<file path="src/rtl/tt_minterm_scanner_pkg.sv">
// -----------------------------------------------------------------------------
// tt_scan_pkg
// Purpose : shared types and constants for the minterm scanner slice.
//           Holds the scanner state encoding, vector/index sizing, the
//           full-mask constant and a helper used by the minterm streamer.
// Ports   : none (package).
// -----------------------------------------------------------------------------
package tt_scan_pkg;

   localparam int N_VECTORS = 16;
   localparam int IDX_W     = 4;
   localparam logic [N_VECTORS-1:0] FULL_MASK = 16'hFFFF;
   localparam logic [IDX_W-1:0]     IDX_MAX   = 4'd15;

   typedef enum logic [2:0] {
      ST_IDLE   = 3'd0,
      ST_DRIVE  = 3'd1,
      ST_SAMPLE = 3'd2,
      ST_STREAM = 3'd3,
      ST_DONE   = 3'd4
   } scan_state_t;

   // True when no bit of m above position p is set (p itself is ignored).
   function automatic logic no_higher_bit(input logic [N_VECTORS-1:0] m,
                                          input logic [IDX_W-1:0]     p);
      logic [N_VECTORS-1:0] sh;
      sh = m >> p;
      return ((sh & (FULL_MASK << 1)) == 16'h0000);
   endfunction

endpackage

</file>
<file path="src/rtl/tt_minterm_scanner_if.sv">
// -----------------------------------------------------------------------------
// tt_minterm_scanner_if
// Purpose : valid/ready minterm stream between the scanner and its consumer.
// Signals : m_valid  beat valid
//           m_ready  consumer ready
//           m_index  minterm index of the current beat
//           m_last   current beat is the highest set minterm
// Modports: master (scanner side), slave (consumer side).
// -----------------------------------------------------------------------------
interface tt_minterm_scanner_if;
   import tt_scan_pkg::*;

   logic             m_valid;
   logic             m_ready;
   logic [IDX_W-1:0] m_index;
   logic             m_last;

   modport master (output m_valid, output m_index, output m_last, input m_ready);
   modport slave  (input m_valid, input m_index, input m_last, output m_ready);

endinterface

</file>
<file path="src/rtl/tt_minterm_scanner_streamer.sv">
// -----------------------------------------------------------------------------
// tt_mask_streamer
// Purpose : walks a 16-bit truth-table mask from bit 0 upward and emits one
//           valid/ready beat per set bit. Clear bits are skipped one per cycle.
// Ports   : clk, rst_n   clock / async active-low reset
//           load         one-cycle pulse: capture load_mask and start at ptr 0
//           load_mask    mask to stream (already includes the final sample)
//           m            stream master modport
//           last_step    high in the cycle ptr 15 is consumed or skipped
// -----------------------------------------------------------------------------
module tt_mask_streamer
   import tt_scan_pkg::*;
(
   input  logic                 clk,
   input  logic                 rst_n,
   input  logic                 load,
   input  logic [N_VECTORS-1:0] load_mask,
   tt_minterm_scanner_if.master m,
   output logic                 last_step
);

   logic                 active_r;
   logic [IDX_W-1:0]     ptr_r;
   logic [N_VECTORS-1:0] mask_r;
   logic                 valid_r;
   logic [IDX_W-1:0]     index_r;
   logic                 last_r;
   logic                 advance_s;
   logic [IDX_W-1:0]     next_ptr_s;

   assign m.m_valid = valid_r;
   assign m.m_index = index_r;
   assign m.m_last  = last_r;

   // Pointer moves on a skip (no beat pending) or a completed beat.
   always_comb begin
      advance_s  = active_r & (~valid_r | m.m_ready);
      next_ptr_s = ptr_r + 4'd1;
      last_step  = advance_s & (ptr_r == IDX_MAX);
   end

   // Pointer walk with outputs registered for the position being presented.
   always_ff @(posedge clk or negedge rst_n) begin
      if (!rst_n) begin
         active_r <= 1'b0;
         ptr_r    <= 4'd0;
         mask_r   <= 16'h0000;
         valid_r  <= 1'b0;
         index_r  <= 4'd0;
         last_r   <= 1'b0;
      end else if (load) begin
         active_r <= 1'b1;
         ptr_r    <= 4'd0;
         mask_r   <= load_mask;
         valid_r  <= load_mask[0];
         index_r  <= 4'd0;
         last_r   <= load_mask[0] & no_higher_bit(load_mask, 4'd0);
      end else if (advance_s) begin
         if (ptr_r == IDX_MAX) begin
            active_r <= 1'b0;
            valid_r  <= 1'b0;
            last_r   <= 1'b0;
         end else begin
            ptr_r   <= next_ptr_s;
            valid_r <= mask_r[next_ptr_s];
            index_r <= next_ptr_s;
            last_r  <= mask_r[next_ptr_s] & no_higher_bit(mask_r, next_ptr_s);
         end
      end
   end

endmodule

</file>
<file path="src/rtl/tt_minterm_scanner.sv">
// -----------------------------------------------------------------------------
// tt_minterm_scanner
// Purpose : sweeps all 16 {x,y,w,z} vectors into an external 4-input function,
//           samples s after SETTLE_CYCLES, builds the truth-table mask and then
//           replays its minterm indices as a valid/ready stream.
// Params  : SETTLE_CYCLES (1..15) cycles each vector is held before sampling
//           CNT_W         settle counter width
// Ports   : clk, rst_n, start            control
//           probe_x/y/w/z, probe_s       function-under-test drive / return
//           busy, done, tt_mask, empty   status
//           m                            minterm stream (master)
//           minterm_count                popcount of tt_mask, only when
//                                        TT_SCAN_MINTERM_COUNT_EN is defined
// -----------------------------------------------------------------------------
module tt_minterm_scanner
   import tt_scan_pkg::*;
#(
   parameter int SETTLE_CYCLES = 1,
   parameter int CNT_W         = 4
) (
   input  logic                 clk,
   input  logic                 rst_n,
   input  logic                 start,
   output logic                 probe_x,
   output logic                 probe_y,
   output logic                 probe_w,
   output logic                 probe_z,
   input  logic                 probe_s,
   output logic                 busy,
   output logic                 done,
   output logic [N_VECTORS-1:0] tt_mask,
   tt_minterm_scanner_if.master m,
`ifdef TT_SCAN_MINTERM_COUNT_EN
   output logic [4:0]           minterm_count,
`endif
   output logic                 empty
);

   scan_state_t          state_r;
   logic [IDX_W-1:0]     idx_r;
   logic [CNT_W-1:0]     settle_r;
   logic [IDX_W-1:0]     probe_r;
   logic                 busy_r;
   logic                 done_r;
   logic                 empty_r;
   logic [N_VECTORS-1:0] mask_r;
   logic                 load_s;
   logic [N_VECTORS-1:0] load_mask_s;
   logic                 last_step_s;
`ifdef TT_SCAN_MINTERM_COUNT_EN
   logic [4:0]           count_r;
   assign minterm_count = count_r;
`endif

   assign {probe_x, probe_y, probe_w, probe_z} = probe_r;
   assign busy    = busy_r;
   assign done    = done_r;
   assign empty   = empty_r;
   assign tt_mask = mask_r;

   // Streamer is loaded on the final sample; bit 15 is forwarded from
   // probe_s so the first beat is valid in the first STREAM cycle.
   always_comb begin
      load_s      = 1'b0;
      load_mask_s = mask_r;
      if ((state_r == ST_SAMPLE) && (idx_r == IDX_MAX)) begin
         load_s                   = 1'b1;
         load_mask_s[N_VECTORS-1] = probe_s;
      end else begin
         load_s = 1'b0;
      end
   end

   tt_mask_streamer u_streamer (
      .clk       (clk),
      .rst_n     (rst_n),
      .load      (load_s),
      .load_mask (load_mask_s),
      .m         (m),
      .last_step (last_step_s)
   );

   // Scanner FSM: vector sweep, sampling, and hand-off to the streamer.
   always_ff @(posedge clk or negedge rst_n) begin
      if (!rst_n) begin
         state_r  <= ST_IDLE;
         idx_r    <= 4'd0;
         settle_r <= '0;
         probe_r  <= 4'd0;
         busy_r   <= 1'b0;
         done_r   <= 1'b0;
         empty_r  <= 1'b0;
         mask_r   <= 16'h0000;
`ifdef TT_SCAN_MINTERM_COUNT_EN
         count_r  <= 5'd0;
`endif
      end else begin
         case (state_r)
            ST_IDLE: begin
               done_r <= 1'b0;
               if (start) begin
                  state_r  <= ST_DRIVE;
                  idx_r    <= 4'd0;
                  settle_r <= '0;
                  probe_r  <= 4'd0;
                  busy_r   <= 1'b1;
                  empty_r  <= 1'b0;
                  mask_r   <= 16'h0000;
`ifdef TT_SCAN_MINTERM_COUNT_EN
                  count_r  <= 5'd0;
`endif
               end
            end
            ST_DRIVE: begin
               if (settle_r == CNT_W'(SETTLE_CYCLES - 1)) begin
                  settle_r <= '0;
                  state_r  <= ST_SAMPLE;
               end else begin
                  settle_r <= settle_r + {{(CNT_W-1){1'b0}}, 1'b1};
               end
            end
            ST_SAMPLE: begin
               mask_r[idx_r] <= probe_s;
`ifdef TT_SCAN_MINTERM_COUNT_EN
               count_r <= count_r + {4'd0, probe_s};
`endif
               if (idx_r == IDX_MAX) begin
                  state_r <= ST_STREAM;
               end else begin
                  idx_r   <= idx_r + 4'd1;
                  probe_r <= idx_r + 4'd1;
                  state_r <= ST_DRIVE;
               end
            end
            ST_STREAM: begin
               if (last_step_s) begin
                  state_r <= ST_DONE;
                  done_r  <= 1'b1;
                  empty_r <= (mask_r == 16'h0000);
               end
            end
            ST_DONE: begin
               state_r <= ST_IDLE;
               done_r  <= 1'b0;
               busy_r  <= 1'b0;
               probe_r <= 4'd0;
            end
            default: begin
               state_r <= ST_IDLE;
               busy_r  <= 1'b0;
               done_r  <= 1'b0;
               probe_r <= 4'd0;
            end
         endcase
      end
   end

endmodule
</file>
<file path="src/flat_wrapper.sv">
// flat-port wrapper written by rule: the top's interface ports become plain ports
module tt_minterm_scanner_flat import tt_scan_pkg::*;
#(
   parameter int SETTLE_CYCLES = 1,
   parameter int CNT_W         = 4
)
  (clk, rst_n, start, probe_x, probe_y, probe_w, probe_z, probe_s, busy, done, tt_mask, empty, m_m_valid, m_m_index, m_m_last, m_m_ready);
  tt_minterm_scanner_if m_i ();
  input  logic clk;
  input  logic rst_n;
  input  logic start;
  output logic probe_x;
  output logic probe_y;
  output logic probe_w;
  output logic probe_z;
  input  logic probe_s;
  output logic busy;
  output logic done;
  output logic [N_VECTORS-1:0] tt_mask;
  output logic empty;
  output wire logic [$bits(m_i.m_valid)-1:0] m_m_valid;
  output wire logic [$bits(m_i.m_index)-1:0] m_m_index;
  output wire logic [$bits(m_i.m_last)-1:0] m_m_last;
  input wire logic [$bits(m_i.m_ready)-1:0] m_m_ready;
  assign m_m_valid = m_i.m_valid;
  assign m_m_index = m_i.m_index;
  assign m_m_last = m_i.m_last;
  assign m_i.m_ready = m_m_ready;
  tt_minterm_scanner #(.SETTLE_CYCLES(SETTLE_CYCLES), .CNT_W(CNT_W)) u_core (.clk(clk), .rst_n(rst_n), .start(start), .probe_x(probe_x), .probe_y(probe_y), .probe_w(probe_w), .probe_z(probe_z), .probe_s(probe_s), .busy(busy), .done(done), .tt_mask(tt_mask), .m(m_i), .empty(empty));
endmodule
</file>
<file path="config.mk">
export PLATFORM = sky130hd
export DESIGN_NAME = tt_minterm_scanner_flat
export DESIGN_NICKNAME = d
export VERILOG_FILES = /design/src/rtl/tt_minterm_scanner_pkg.sv /design/src/rtl/tt_minterm_scanner_if.sv /design/src/rtl/tt_minterm_scanner_streamer.sv /design/src/rtl/tt_minterm_scanner.sv /design/src/flat_wrapper.sv
export SDC_FILE = /design/constraint.sdc
export NUM_CORES = 1
export LEC_CHECK = 0
export ABC_AREA = 1
export CORE_ASPECT_RATIO = 0.6
export CORE_MARGIN = 2
export CORE_UTILIZATION = 30
export CTS_BUF_LIST = sky130_fd_sc_hd__clkbuf_8 sky130_fd_sc_hd__clkbuf_16
export CTS_CLUSTER_SIZE = 14
export DETAILED_ROUTE_END_ITERATION = 6
export GPL_TIMING_DRIVEN = 0
export PLACE_DENSITY_LB_ADDON = 0.05
export SLEW_MARGIN = 20
export SYNTH_ARGS = -nofsm -noshare
export SYNTH_HDL_FRONTEND = slang
export SYNTH_SLANG_ARGS = --single-unit
export TNS_END_PERCENT = 50
</file>
<file path="constraint.sdc">
create_clock -name clk -period 4.8 [get_ports clk]
set_input_delay 0.96 -clock clk [delete_from_list [all_inputs] [get_ports clk]]
set_output_delay 0.96 -clock clk [all_outputs]
set_load 0.02 [all_outputs]
</file>
# Word-level counts from Yosys, hierarchy flattened
# Cells that the tools add are included.
dict set report word_totals {
  input_bits 5
  wordCells 103
  output_inout_bits 29
  regBits 57
}
dict set report op_classes {
  eq_ne 10
  shift 1
  order_cmp 3
  muxes 39
  add_sub_neg 3
  bitwise_logic 9
  n_reduce_logical 25
}
# op count
set op_table {}
lappend op_table {{zero test 16 bit} 3}
lappend op_table {{one-hot mux 16 bit (2 select lines)} 1}
lappend op_table {{2-to-1 mux 4 bit} 6}
lappend op_table {{2-to-1 mux 1 bit} 17}
lappend op_table {{bitwise mux 16 bit} 1}
lappend op_table {{2-to-1 mux 16 bit} 1}
lappend op_table {{one-hot mux 4 bit (2 select lines)} 2}
lappend op_table {{>> shifter 16 x 4 -> 16 bit} 1}
lappend op_table {{adder 4 x 1 -> 4 bit, second input constant} 3}
lappend op_table {{one-hot mux 3 bit (4 select lines)} 1}
lappend op_table {{one-hot mux 4 bit (3 select lines)} 1}
lappend op_table {{AND reduction 2 bit} 6}
lappend op_table {{AND reduction 3 bit} 4}
lappend op_table {{less-than comparator 4 x 5 -> 1 bit, second input constant} 2}
lappend op_table {{nonzero test 2 bit} 5}
lappend op_table {{2-to-1 mux 3 bit} 3}
lappend op_table {{== test 4 bit, second input constant} 2}
lappend op_table {{== test 3 x 2 -> 1 bit, second input constant} 2}
lappend op_table {{inequality test 2 x 1 -> 1 bit, second input constant} 3}
lappend op_table {{one-hot mux 1 bit (2 select lines)} 3}
lappend op_table {{bitwise AND 1 bit} 4}
lappend op_table {{binary-select mux 1 bit (select 4 bit)} 1}
lappend op_table {{demux 1 bit (select 4 bit)} 1}
lappend op_table {{greater-or-equal comparator 4 x 1 -> 1 bit, second input constant} 1}
lappend op_table {{other kinds (10)} 16}

# Logic depth before layout (Yosys ltp)
dict set report depth {
  depth_word 7
  mapped_depth 13
  ltp_nobuf 13
}

# Modules after synthesis
# Synthesis repeated with hierarchy kept, for this count alone.
dict set report hier_totals {
  cells_unflattened 493
  hier_area_um2 3492.1
}
# mod seq_area_each_um2 cells_per_inst instances area_each_um2
set modules_own_cells {}
lappend modules_own_cells {tt_minterm_scanner 850.8 234 1 1836.8}
lappend modules_own_cells {tt_mask_streamer 575.6 259 1 1655.3}

# Worst setup path after synthesis
# Ideal clock, no wire load.
dict set report synth_path {
  path_kind {register -> register}
  startpoint {reg, netlist name u_core.u_streamer.m.m_index[0]}
  endpoint {reg u_core.u_streamer.last_r (netlist: u_core.u_streamer.m.m_last)}
  path_slack_ns 2.971
  path_buffers 1
  path_stages_with_launch 11
  arrival_time_ns 1.764
  setup_ns 0.065
  period_less_slack_ns 1.829
  t_required_ns 4.735
  cell_sequence {dfrtp_1 -> ha_1 -> inv_2 -> clkbuf_8 -> nand3_2 -> or2_4 -> a21oi_2 -> nand2_1 -> a21oi_2 -> nand2_1 -> nand2_1}
}
# element line_no
set synth_rtl {}
lappend synth_rtl {{to (signal assigned)} tt_minterm_scanner_streamer.sv:57} ;# last_r <= load_mask[0] & no_higher_bit(load_mask, 4'd0);
lappend synth_rtl {{to (signal assigned)} tt_minterm_scanner_streamer.sv:67} ;# last_r <= mask_r[next_ptr_s] & no_higher_bit(mask_r, next_ptr_s);
lappend synth_rtl {{to (decl)} tt_minterm_scanner_streamer.sv:27} ;# logic last_r;

# Worst setup path after layout
dict set report layout_path {
  startpoint {reg u_core.mask_r[1] (netlist: u_core.tt_mask[1])}
  endpoint {out tt_mask[1]}
}
# element line_no
set layout_rtl {}
lappend layout_rtl {{from (decl)} tt_minterm_scanner.sv:46} ;# logic [N_VECTORS-1:0] mask_r;
lappend layout_rtl {{from (signal, indexed assignment)} tt_minterm_scanner.sv:123} ;# mask_r[idx_r] <= probe_s;
lappend layout_rtl {{to (decl)} flat_wrapper.sv:19} ;# output logic [N_VECTORS-1:0] tt_mask;
# No word-level cell between the ends.

==> qor.txt <==
========================================================================================
Number of CTS-inserted buffers ............................................            9
Max-cap viol count ........................................................            0
Worst vdd ir ..............................................................     0.298 mV
Area used by multi-input combinational logic ..............................     1470 µm²
Number of fill cells ......................................................         1075
Cts hold-fix bufs .........................................................            0
Root Driver ...............................................................    clkbuf_16
Total wire length .........................................................      9340 µm
Switching Power ...........................................................    0.00118 W
Critical path launch point type ...........................................    flip-flop
Number of setup violations in the final report ............................            0
Post-route fraction of the period consumed by the critical path ...........        0.506
Pin count of the biggest net entering global routing ......................           42
R2r worst-path depth ......................................................           10
Initial antenna violation count ...........................................            0
Vias after detailed routing ...............................................         3046
Largest fanout on the critical path .......................................            4
Worst slew pin tran .......................................................     0.883 ns
Switching power share of the total ........................................        0.434
Number of buffers inserted by post-CTS setup repair .......................            0
Portion of total power attributed to combinational logic ..................        0.514
Unique cell type count in the Yosys netlist ...............................           38
Number of DRC violations after detailed routing ...........................            0
Area of the mapped netlist ................................................     3340 µm²
Critical path required time ...............................................      3.84 ns
CORE AREA .................................................................    10700 µm²
Vias in the first global route ............................................         2959
Setup TNS .................................................................         0 ns
Total power ...............................................................    0.00272 W
Sequential fraction of the synthesis area .................................        0.427
Clock tree from TritonCTS .................................................          yes
Area growth from synthesis to layout ......................................        24.6%
EDFF count, synth .........................................................            0
Global Route Usage Sum ....................................................        0.172
Outcome ...................................................................    completed
Top flip-flop cell by instance count after synthesis ......................      dfrtp_1
Async S/R FF share, synth .................................................         1.00
Longest Clk Path Bufs .....................................................            2
Synth warnings ............................................................            0
Cell type contributing the most total cell area after synthesis ...........      dfrtp_1
Final-report max-slew violation count .....................................            0
Sinks on the clock net ....................................................           57
Worst reg2reg endpoint .................................................... u_core.u_streamer.m.m_last
Pleak .....................................................................      2.06 nW
Max frequency .............................................................      412 MHz
Mapped Avg Cell Area ......................................................     7.62 µm²
Total half-perimeter wirelength after legalization and detailed placement .      7100 µm
Number of storage elements in the synthesis netlist .......................           57
CP endpoint ...............................................................   tt_mask[1]
Total number of nets in the final design ..................................          494
DR pass1 iterations .......................................................            4
Skew-Pair Late Insertion Delay ............................................      0.33 ns
Gates resized, CTS repair .................................................            0
Reg-to-reg slack, setup ...................................................      2.72 ns
Die W .....................................................................       140 µm
Initial DRC Count .........................................................          167
Worst slew slack as a fraction of its limit ...............................        0.406
Hold Violations, Final ....................................................            0
# port buffers ............................................................           32
Type of destination of the critical path ..................................   output pin
Final estimated routing congestion in global placement ....................        0.859
Total gr overflow .........................................................            0
Nets in the synthesized netlist ...........................................          450
Clock network power share .................................................        0.249
Sequential share of power .................................................        0.237
Critical path startpoint .................................................. u_core.tt_mask[1]
ANT nets after route ......................................................            0
Time the final worst path needs with I/O delays and setup .................      2.43 ns
Final clock skew ..........................................................   0.00664 ns
Number of antenna repair diodes ...........................................            0
Share of Yosys cell area claimed by the top area cell type ................        0.427
Wire length of the first global-routing pass ..............................     15800 µm
Internal power contribution ...............................................    0.00154 W
Syn Inst Count ............................................................          438
Largest cells by area after synthesis ..................................... dfrtp_1, nand2_1, nand3_1
RSZ-0062 raised after global routing ......................................        false
PD cells ..................................................................   655 nW/µm²
Hold WC Path Type .........................................................   reg -> reg
Endpoint arrival time on the critical path ................................      1.47 ns
Starting utilization of the core area .....................................        0.312
Kind of critical path .....................................................   reg -> out
Beginning of the worst register-to-register path .......................... u_core.u_streamer.m.m_index[0]
Clock slew at reported path FFs ...........................................      0.05 ns
Average wire length per cell after detail routing .........................      14.9 µm
H-Tree Depth ..............................................................            3
Die Span Y ................................................................      85.7 µm
Area of the die ...........................................................    12000 µm²
Via count normalized by instance count ....................................         4.87
Cell Rows .................................................................           29
Layout cells sized above 1 ................................................        0.136
Top-level I/O count .......................................................           34
Flip-flop and latch area ..................................................     1430 µm²
========================================================================================
-- registers in the layout, indices dropped and copies added, names as in the netlist, 3 cells and up --
register                     flops
u_core.tt_mask                  16
u_core.u_streamer.mask_r        16
u_core.idx_r                     4
u_core.probe_r                   4
u_core.settle_r                  4
u_core.u_streamer.m.m_index      4
u_core.state_r                   3
-- routing by layer --
metal,global-route usage,vias up,wire [µm]
li1,-,1507,-
met1,0.276,1449,5370
met2,0.214,77,3310
met3,0.0486,13,523
met4,0.0487,0,136
met5,0,-,0
-- synth_stat cells (4+ instances only) --
library cell / number
nand4_1: 10
inv_2: 5
o211ai_1: 4
buf_4: 17
nand3_1: 43
o21ai_1: 4
nand2_1: 116
inv_1: 57
nor2_1: 19
a21oi_1: 12
dfrtp_1: 57
buf_2: 4
o22ai_1: 7
o21ai_0: 39
ha_1: 7
-- placed cells by master, fill, tap and decap left out, types with 2 or more instances in the layout --
cell type and count:
nor2_2 3, nand4_1 10, clkinv_2 5, o21ai_0 39, a21oi_1 12, buf_4 18, o21ai_1 4, o211ai_1 4
nor2_4 3, nand2_2 3, dfrtp_1 57, xor2_1 2, a21oi_2 2, nor4_1 3, buf_2 4, o22ai_1 7
nand2_1 116, nand3_1 43, clkbuf_16 9, inv_1 57, nor2_1 19, nor3_1 2, inv_2 5, bufinv_16 2
o31ai_1 2, clkdlybuf4s50_1 31, ha_1 7, buf_6 3
-- stage by stage --
stage          cells  instance area (µm²)  worst slack (ns)  utilization  hold slack (ns)
2_1_floorplan    438                 3340              2.97            -            0.453
3_3_place_gp     609                 3830             0.787        0.358            0.462
3_5_place_dp     610                 3850              2.22        0.360            0.463
4_1_cts          626                 4160              2.34        0.389            0.484
5_1_grt          626                 4160              2.29        0.389            0.494
6_report         626                 4160              2.37        0.389            0.480
-- power by group through the flow --
stage	clock [W]	combinational (W)	sequential, W
after floorplan	0	0.000947	0.000678
after global placement	0	0.00139	0.000654
after detailed placement	0	0.00139	0.000655
after CTS	0.000691	0.00140	0.000649
after global routing	0.000716	0.00159	0.000663
final	0.000677	0.00140	0.000647
-- critical path, cell delays in order, from the launching register on --
cell and delay, ns:
dfrtp_1 0.42, buf_4 0.13, clkdlybuf4s50_1 0.59
-- worst min path at each step --
stage                                            from                          end  slack [ns]  depth (start not counted)
after detailed placement                  u_core.done                  u_core.done        0.46                          2
after CTS                                 u_core.done                  u_core.done        0.48                          2
after global placement                    u_core.done                  u_core.done        0.46                          2
after global routing                            rst_n   u_core.u_streamer.active_r        0.49                          1
final                                     u_core.done                  u_core.done        0.48                          2
after floorplan           u_core.u_streamer.mask_r[0]  u_core.u_streamer.mask_r[0]        0.45                          2
-- cells by family after synthesis --
logic type               count (synthesis)  synth area share
XOR/XNOR                                 3           0.00787
AND/OR/NAND/NOR                        209             0.283
flip-flops                              57             0.427
adder cells (fa/ha/maj)                  7            0.0262
buffers and inverters                   88             0.133
AO/OA/AOI/OAI                           74             0.123
-- layout make-up --
cell class	instances	area share
clock buffers	9	0.0541
well taps	139	0.0418
inverters	62	0.0559
multi-input cells	293	0.353
repair buffers	33	0.0812
plain buffers	26	0.0505
flip-flops and latches	57	0.343
clock inverters	7	0.0204
Note: power is estimated with default switching activity, not from simulation.
